File: config.mk
export PLATFORM = sky130hd
export DESIGN_NAME = sd_init_sequencer_flat
export DESIGN_NICKNAME = d
export VERILOG_FILES = /design/src/rtl/sd_init_sequencer_if.sv /design/src/rtl/sd_init_sequencer.sv /design/src/flat_wrapper.sv
export SDC_FILE = /design/constraint.sdc
export NUM_CORES = 1
export LEC_CHECK = 0
export ABC_AREA = 1
export CORE_ASPECT_RATIO = 1.25
export CORE_MARGIN = 8
export CORE_UTILIZATION = 48
export CTS_BUF_LIST = sky130_fd_sc_hd__clkbuf_8
export CTS_CLUSTER_DIAMETER = 60
export DETAILED_ROUTE_END_ITERATION = 12
export PLACE_DENSITY = 0.8
export SYNTH_ARGS = -nofsm -noshare
export SYNTH_HDL_FRONTEND = slang
export SYNTH_SLANG_ARGS = --single-unit
File: constraint.sdc
create_clock -name clock -period 2.2 [get_ports clock]
set_input_delay 0.44 -clock clock [delete_from_list [all_inputs] [get_ports clock]]
set_output_delay 0.44 -clock clock [all_outputs]
set_load 0.01 [all_outputs]
File: src/rtl/sd_init_sequencer_if.sv
`default_nettype none
// ============================================================================
// sd_init_sequencer_if : request/response bundle between the I/O block,
//                        the init sequencer and the SD controller
// Revision 1.0
// ============================================================================
interface sd_init_sequencer_if;
  logic        init_start;
  logic        busy;
  logic        ready;
  logic [2:0]  err_code;
  logic        usr_valid;
  logic        usr_ready;
  logic [5:0]  usr_idx;
  logic [31:0] usr_arg;
  logic        usr_respValid;
  logic [7:0]  usr_resp;
  logic [47:0] sd_cmd;
  logic        sd_start;
  logic        sd_respValid;
  logic [7:0]  sd_resp;

  // master: the environment (software side and SD controller)
  modport master (
    output init_start, usr_valid, usr_idx, usr_arg, sd_respValid, sd_resp,
    input  busy, ready, err_code, usr_ready, usr_respValid, usr_resp, sd_cmd, sd_start
  );

  // slave: the sequencer itself
  modport slave (
    input  init_start, usr_valid, usr_idx, usr_arg, sd_respValid, sd_resp,
    output busy, ready, err_code, usr_ready, usr_respValid, usr_resp, sd_cmd, sd_start
  );
endinterface
`default_nettype wire

File: src/rtl/sd_init_sequencer.sv
`default_nettype none
// ============================================================================
// sd_init_sequencer : SPI-mode SD card bring-up sequencer with a
//                     single-command user port once the card is ready
// Revision 1.0
// ============================================================================
module sd_init_sequencer #(
  parameter int RETRY_MAX  = 1000,
  parameter int CMD0_TRIES = 8,
  parameter int TIMEOUT    = 4096
) (
  input wire                 clock,
  input wire                 reset,
  sd_init_sequencer_if.slave bus
);

  localparam logic [3:0] ST_IDLE  = 4'd0;
  localparam logic [3:0] ST_S0    = 4'd1;
  localparam logic [3:0] ST_W0    = 4'd2;
  localparam logic [3:0] ST_S8    = 4'd3;
  localparam logic [3:0] ST_W8    = 4'd4;
  localparam logic [3:0] ST_S55   = 4'd5;
  localparam logic [3:0] ST_W55   = 4'd6;
  localparam logic [3:0] ST_S41   = 4'd7;
  localparam logic [3:0] ST_W41   = 4'd8;
  localparam logic [3:0] ST_S16   = 4'd9;
  localparam logic [3:0] ST_W16   = 4'd10;
  localparam logic [3:0] ST_READY = 4'd11;
  localparam logic [3:0] ST_SU    = 4'd12;
  localparam logic [3:0] ST_WU    = 4'd13;
  localparam logic [3:0] ST_ERROR = 4'd14;

  localparam logic [2:0] ERR_NONE  = 3'd0;
  localparam logic [2:0] ERR_CMD0  = 3'd1;
  localparam logic [2:0] ERR_CMD8  = 3'd2;
  localparam logic [2:0] ERR_CMD55 = 3'd3;
  localparam logic [2:0] ERR_ACMD  = 3'd4;
  localparam logic [2:0] ERR_CMD16 = 3'd5;
  localparam logic [2:0] ERR_TMO   = 3'd6;

  localparam int              C0_W      = $clog2(CMD0_TRIES + 1);
  localparam logic [C0_W-1:0] C0_LIM    = C0_W'(CMD0_TRIES);
  localparam logic [15:0]     RETRY_LIM = 16'(RETRY_MAX);
  localparam logic [15:0]     TMO_LAST  = 16'(TIMEOUT - 1);

  logic [3:0]      state_q, state_d;
  logic [2:0]      err_q, err_d;
  logic [15:0]     tmo_q, tmo_d;
  logic [C0_W-1:0] c0_q, c0_d;
  logic [15:0]     a41_q, a41_d;
  logic [47:0]     cmd_q, cmd_d;
  logic            usr_rv_q, usr_rv_d;
  logic [7:0]      usr_resp_q, usr_resp_d;

  logic waiting;
  logic start_init;
  logic busy;
  logic ready;
  logic start;

  function automatic logic [47:0] build_frame(input logic [5:0] idx, input logic [31:0] arg);
    logic [6:0] crc;
    crc = 7'h7F;
    if (idx == 6'd0 && arg == 32'd0)
      crc = 7'h4A;
    else if (idx == 6'd8 && arg == 32'h0000_01AA)
      crc = 7'h43;
    return {2'b01, idx, arg, crc, 1'b1};
  endfunction

  assign waiting = (state_q == ST_W0)  || (state_q == ST_W8)  || (state_q == ST_W55) ||
                   (state_q == ST_W41) || (state_q == ST_W16) || (state_q == ST_WU);
  assign start_init = bus.init_start &&
                      ((state_q == ST_IDLE) || (state_q == ST_READY) || (state_q == ST_ERROR));

  always_ff @(posedge clock) begin
    if (reset) begin
      state_q <= ST_IDLE;
    end else begin
      state_q <= state_d;
    end
  end

  always_comb begin
    state_d = state_q;
    err_d   = err_q;
    case (state_q)
      ST_IDLE, ST_ERROR: if (bus.init_start) state_d = ST_S0;
      ST_READY: begin
        if (bus.init_start)     state_d = ST_S0;
        else if (bus.usr_valid) state_d = ST_SU;
      end
      ST_S0:  state_d = ST_W0;
      ST_W0: if (bus.sd_respValid) begin
        if (bus.sd_resp == 8'h01) state_d = ST_S8;
        else if (c0_q < C0_LIM)   state_d = ST_S0;
        else begin state_d = ST_ERROR; err_d = ERR_CMD0; end
      end
      ST_S8:  state_d = ST_W8;
      ST_W8: if (bus.sd_respValid) begin
        // 0x05 is a version-1 card rejecting CMD8; it still proceeds
        if (bus.sd_resp == 8'h01 || bus.sd_resp == 8'h05) state_d = ST_S55;
        else begin state_d = ST_ERROR; err_d = ERR_CMD8; end
      end
      ST_S55: state_d = ST_W55;
      ST_W55: if (bus.sd_respValid) begin
        if (bus.sd_resp == 8'h00 || bus.sd_resp == 8'h01) state_d = ST_S41;
        else begin state_d = ST_ERROR; err_d = ERR_CMD55; end
      end
      ST_S41: state_d = ST_W41;
      ST_W41: if (bus.sd_respValid) begin
        if (bus.sd_resp == 8'h00)                            state_d = ST_S16;
        else if (bus.sd_resp == 8'h01 && a41_q < RETRY_LIM) state_d = ST_S55;
        else begin state_d = ST_ERROR; err_d = ERR_ACMD; end
      end
      ST_S16: state_d = ST_W16;
      ST_W16: if (bus.sd_respValid) begin
        if (bus.sd_resp == 8'h00) state_d = ST_READY;
        else begin state_d = ST_ERROR; err_d = ERR_CMD16; end
      end
      ST_SU:  state_d = ST_WU;
      ST_WU:  if (bus.sd_respValid) state_d = ST_READY;
      default: state_d = ST_IDLE;
    endcase
    // a response arriving on the expiry cycle takes priority over the timeout
    if (waiting && !bus.sd_respValid && tmo_q == TMO_LAST) begin
      state_d = ST_ERROR;
      err_d   = ERR_TMO;
    end
    if (start_init) err_d = ERR_NONE;
  end

  always_comb begin
    busy  = (state_q >= ST_S0) && (state_q <= ST_W16);
    ready = (state_q == ST_READY);
    start = (state_q == ST_S0)  || (state_q == ST_S8)  || (state_q == ST_S55) ||
            (state_q == ST_S41) || (state_q == ST_S16) || (state_q == ST_SU);
  end

  always_comb begin
    tmo_d = waiting ? tmo_q + 16'd1 : 16'd0;
    c0_d  = c0_q;
    a41_d = a41_q;
    if (start_init) begin
      c0_d  = '0;
      a41_d = '0;
    end else begin
      if (state_q == ST_S0)  c0_d  = c0_q + C0_W'(1);
      if (state_q == ST_S41) a41_d = a41_q + 16'd1;
    end
    cmd_d = cmd_q;
    case (state_d)
      ST_S0:   cmd_d = build_frame(6'd0,  32'd0);
      ST_S8:   cmd_d = build_frame(6'd8,  32'h0000_01AA);
      ST_S55:  cmd_d = build_frame(6'd55, 32'd0);
      ST_S41:  cmd_d = build_frame(6'd41, 32'h4000_0000);
      ST_S16:  cmd_d = build_frame(6'd16, 32'd512);
      ST_SU:   cmd_d = build_frame(bus.usr_idx, bus.usr_arg);
      default: cmd_d = cmd_q;
    endcase
    usr_rv_d   = (state_q == ST_WU) && bus.sd_respValid;
    usr_resp_d = usr_rv_d ? bus.sd_resp : usr_resp_q;
  end

  always_ff @(posedge clock) begin
    if (reset) begin
      err_q      <= ERR_NONE;
      tmo_q      <= '0;
      c0_q       <= '0;
      a41_q      <= '0;
      cmd_q      <= '0;
      usr_rv_q   <= 1'b0;
      usr_resp_q <= '0;
    end else begin
      err_q      <= err_d;
      tmo_q      <= tmo_d;
      c0_q       <= c0_d;
      a41_q      <= a41_d;
      cmd_q      <= cmd_d;
      usr_rv_q   <= usr_rv_d;
      usr_resp_q <= usr_resp_d;
    end
  end

  assign bus.busy          = busy;
  assign bus.ready         = ready;
  assign bus.usr_ready     = ready;
  assign bus.err_code      = err_q;
  assign bus.sd_start      = start;
  assign bus.sd_cmd        = cmd_q;
  assign bus.usr_respValid = usr_rv_q;
  assign bus.usr_resp      = usr_resp_q;

endmodule
`default_nettype wire

File: src/flat_wrapper.sv
// flat-port wrapper written by rule: the top's interface ports become plain ports
module sd_init_sequencer_flat 
#(
  parameter int RETRY_MAX  = 1000,
  parameter int CMD0_TRIES = 8,
  parameter int TIMEOUT    = 4096
)
  (clock, reset, bus_init_start, bus_usr_valid, bus_usr_idx, bus_usr_arg, bus_sd_respValid, bus_sd_resp, bus_busy, bus_ready, bus_err_code, bus_usr_ready, bus_usr_respValid, bus_usr_resp, bus_sd_cmd, bus_sd_start);
  sd_init_sequencer_if bus_i ();
  input wire clock;
  input wire reset;
  input wire logic [$bits(bus_i.init_start)-1:0] bus_init_start;
  input wire logic [$bits(bus_i.usr_valid)-1:0] bus_usr_valid;
  input wire logic [$bits(bus_i.usr_idx)-1:0] bus_usr_idx;
  input wire logic [$bits(bus_i.usr_arg)-1:0] bus_usr_arg;
  input wire logic [$bits(bus_i.sd_respValid)-1:0] bus_sd_respValid;
  input wire logic [$bits(bus_i.sd_resp)-1:0] bus_sd_resp;
  output wire logic [$bits(bus_i.busy)-1:0] bus_busy;
  output wire logic [$bits(bus_i.ready)-1:0] bus_ready;
  output wire logic [$bits(bus_i.err_code)-1:0] bus_err_code;
  output wire logic [$bits(bus_i.usr_ready)-1:0] bus_usr_ready;
  output wire logic [$bits(bus_i.usr_respValid)-1:0] bus_usr_respValid;
  output wire logic [$bits(bus_i.usr_resp)-1:0] bus_usr_resp;
  output wire logic [$bits(bus_i.sd_cmd)-1:0] bus_sd_cmd;
  output wire logic [$bits(bus_i.sd_start)-1:0] bus_sd_start;
  assign bus_i.init_start = bus_init_start;
  assign bus_i.usr_valid = bus_usr_valid;
  assign bus_i.usr_idx = bus_usr_idx;
  assign bus_i.usr_arg = bus_usr_arg;
  assign bus_i.sd_respValid = bus_sd_respValid;
  assign bus_i.sd_resp = bus_sd_resp;
  assign bus_busy = bus_i.busy;
  assign bus_ready = bus_i.ready;
  assign bus_err_code = bus_i.err_code;
  assign bus_usr_ready = bus_i.usr_ready;
  assign bus_usr_respValid = bus_i.usr_respValid;
  assign bus_usr_resp = bus_i.usr_resp;
  assign bus_sd_cmd = bus_i.sd_cmd;
  assign bus_sd_start = bus_i.sd_start;
  sd_init_sequencer #(.RETRY_MAX(RETRY_MAX), .CMD0_TRIES(CMD0_TRIES), .TIMEOUT(TIMEOUT)) u_core (.clock(clock), .reset(reset), .bus(bus_i));
endmodule
==> reports/metrics.csv <==
stage,metric,value,unit
run_status,status,"complete, no violations",
final_layout,"commonest non-fill, non-tap cells in the layout","nand2_1, clkdlybuf4s50_1, dfxtp_1, nor2_1, buf_4",
pwr,Worst VDD drop,0.5595,mV
final_layout,share of layout cells above drive strength 1,0.2925,
global_route,GR Util All Layers,0.2009,
final_layout,Layout area overhead,40.56,%
logic_synthesis,post-synthesis register bit count,94,
setup_path,Critical Path Start Type,flip-flop,
clock_tree,clock root buffer master,clkbuf_8,
clock_tree,clock slew at reported path FFs,0.08,ns
timing,min Tclk post-route,2.140,ns
setup_path,Worst Setup End Kind,output pin,
clock_tree,Num CTS Buffers,9,
setup_path,WP data required,1.76,ns
floorplan,die height,132.4,um
global_route,total grt overflow,0,
route,detailed-route wire length,14960,um
final_layout,"Net count, final",916,
timing,worst slew pin tran,0.7203,ns
logic_synthesis,Post-synth EDFFs,0,
timing,clock skew,0.007133,ns
floorplan,die area,14440,sq um
setup_path,crit path max fanout,5,
pwr,Pwr Density,904.9,nW/um^2
timing,Setup-failing EPs final,0,
floorplan,I/O pin count,115,
logic_synthesis,top-area cell type share of the netlist area,0.3618,
global_route,first-pass GRT wire length,23940,um
floorplan,Core Area,10560,sq um
timing,relative slew slack,0.5198,
placement,Port Buf Inserts,113,
timing,post-route worst setup slack,0.06023,ns
floorplan,Initial Util,0.4924,
global_route,largest net degree at the start of global routing,51,
clock_tree,H-tree depth,3,
floorplan,die width,109.1,um
final_layout,"commonest non-fill, non-tap cell in the layout",nand2_1,
route,Iter 0 DRT Violations,329,
global_route,initial antenna violation count,0,
floorplan,floorplan row count,42,
route,DR vias/cell,5.237,
clock_tree,clk buf depth,2,
logic_synthesis,top_reg_cell synth,dfxtp_1,
logic_synthesis,area of the mapped netlist,5201,sq um
route,wire per inst,15.01,um
logic_synthesis,Avg Inst Size Synth,7.473,sq um
setup_path,Worst Path Arrival,1.70,ns
route,vias,5221,
logic_synthesis,sequential element share of the synthesized area,0.3618,
timing,"Period Utilization, post-route",0.9726,
timing,fmax,467.3,MHz
clock_tree,clock sinks,94,
logic_synthesis,Yosys warning total,0,
route,Detail Route Antenna Nets,0,
timing,max-slew violations,0,
logic_synthesis,asr flop ratio synth,0,
placement,Post-Place Setup Slack,-0.5093,ns
logic_synthesis,cells after synthesis,696,
route,DR DRC count,0,
logic_synthesis,Synth Net Count,750,
logic_synthesis,ranking of synthesized cells by area,"dfxtp_1, nand2_1, nand3_2, nor2_1, a21oi_2",
placement,RD Place Congestion,0.8825,
placement,DP Wirelength,11280,um
final_layout,diode count,0,
timing,Final Hold Viols,0,
global_route,number of global-route vias before repair,5232,
clock_tree,TritonCTS clock tree,done,
route,drt pass-1 iters,5,
min_path,Hold Path Class,in -> reg,
setup_path,kind of critical path,reg -> out,
logic_synthesis,largest area contributor in the netlist,dfxtp_1,
logic_synthesis,Unique masters post-synth,47,
pwr,Leakage,2.875,nW
job,# Max-Cap Violations,0,
clock_tree,worst-skew pair later-pin latency,0.36,ns
final_layout,Layout Utilization,0.6921,
==> stage by stage <==
step	std cells	area, sq um	power, mW	hold slack [ns]	setup TNS [ns]
after global placement	965	6730	4.913	0.4301	-15.84
after floorplan	696	5201	3.917	0.4179	0
after CTS	990	7114	6.445	0.4506	0
final	997	7311	6.615	0.4172	0
after global routing	997	7311	7.004	0.4228	-0.07329
after detailed placement	965	6730	4.986	0.4414	-19.28
==> power breakdown <==
part / leakage, nW / internal, mW / switching (mW)
clock network: 0.104 / 0.568 / 0.563
logic: 2.01 / 1.56 / 1.85
registers: 0.762 / 1.89 / 0.185
==> what timing repair did <==
item	in CTS	in global routing
pin swaps	9	14
setup buffers	10	7
cloned	1	0
hold buffers	0	0
endpoints found under the setup margin	46	47
resized for setup	42	42
==> flip-flops by register name (all words and copies together), names as in the netlist <==
name,cells
u_core.bus.usr_resp,8
u_core.tmo_q,16
u_core.c0_q,4
u_core.a41_q,16
u_core.state_q,4
u_core.bus.err_code,3
u_core.bus.sd_cmd,42
u_core.bus.usr_respValid,1
==> Yosys cell counts, types with 10 or more instances <==
master and number:
a21oi_1 40, a21oi_2 35, clkbuf_1 12, dfxtp_1 94, inv_1 60, inv_2 14
nand2_1 146, nand3_1 39, nand3_2 40, nor2_1 82, nor3_1 11, o21ai_0 13
xor2_1 10
==> logic make-up after synthesis <==
| family | Yosys count | synth area share |
|---|---|---|
| XOR/XNOR | 13 | 0.02189 |
| other | 1 | 0.0007210 |
| adder cells (fa/ha/maj) | 3 | 0.007218 |
| AO/OA/AOI/OAI | 106 | 0.1347 |
| flip-flops | 94 | 0.3618 |
| buffers and inverters | 107 | 0.09887 |
| AND/OR/NAND/NOR | 372 | 0.3748 |
==> worst paths after layout <==
check	slack, ns	to	from	cells after the start
worst max register to register	0.06	u_core.bus.sd_cmd[25]	u_core.state_q[0]	17
worst max-delay path	0.06	bus_usr_ready	u_core.state_q[3]	5
worst min register to register	0.42	u_core.tmo_q[0]	u_core.tmo_q[0]	1
worst min-delay path	0.42	u_core.bus.usr_resp[4]	bus_sd_resp[4]	3
==> worst max-delay path, cell delays in order (launching register included) <==
cell and delay (ns):
dfxtp_4 0.41, inv_4 0.07, nor2_4 0.16, nand2_4 0.09, inv_2 0.08, clkdlybuf4s50_1 0.54
==> layout make-up <==
class | count | area (sq um)
fillers | 867 | 3252
multi-input cells | 495 | 2997
flip-flops and latches | 94 | 1898
repair buffers | 184 | 1754
inverters | 78 | 307.8
well taps | 132 | 165.2
clock buffers | 11 | 151.4
clock inverters | 3 | 37.54
==> per-layer routing <==
layer  GRT usage  vias to the layer above  part of all wire
met5           0                        -                 0
met4     0.07551                        0             0.019
met3     0.04061                       25             0.060
met2      0.3635                      142              0.52
met1      0.2196                     2457              0.41
li1            -                     2597                 -
(Power assumes the default switching activity.)
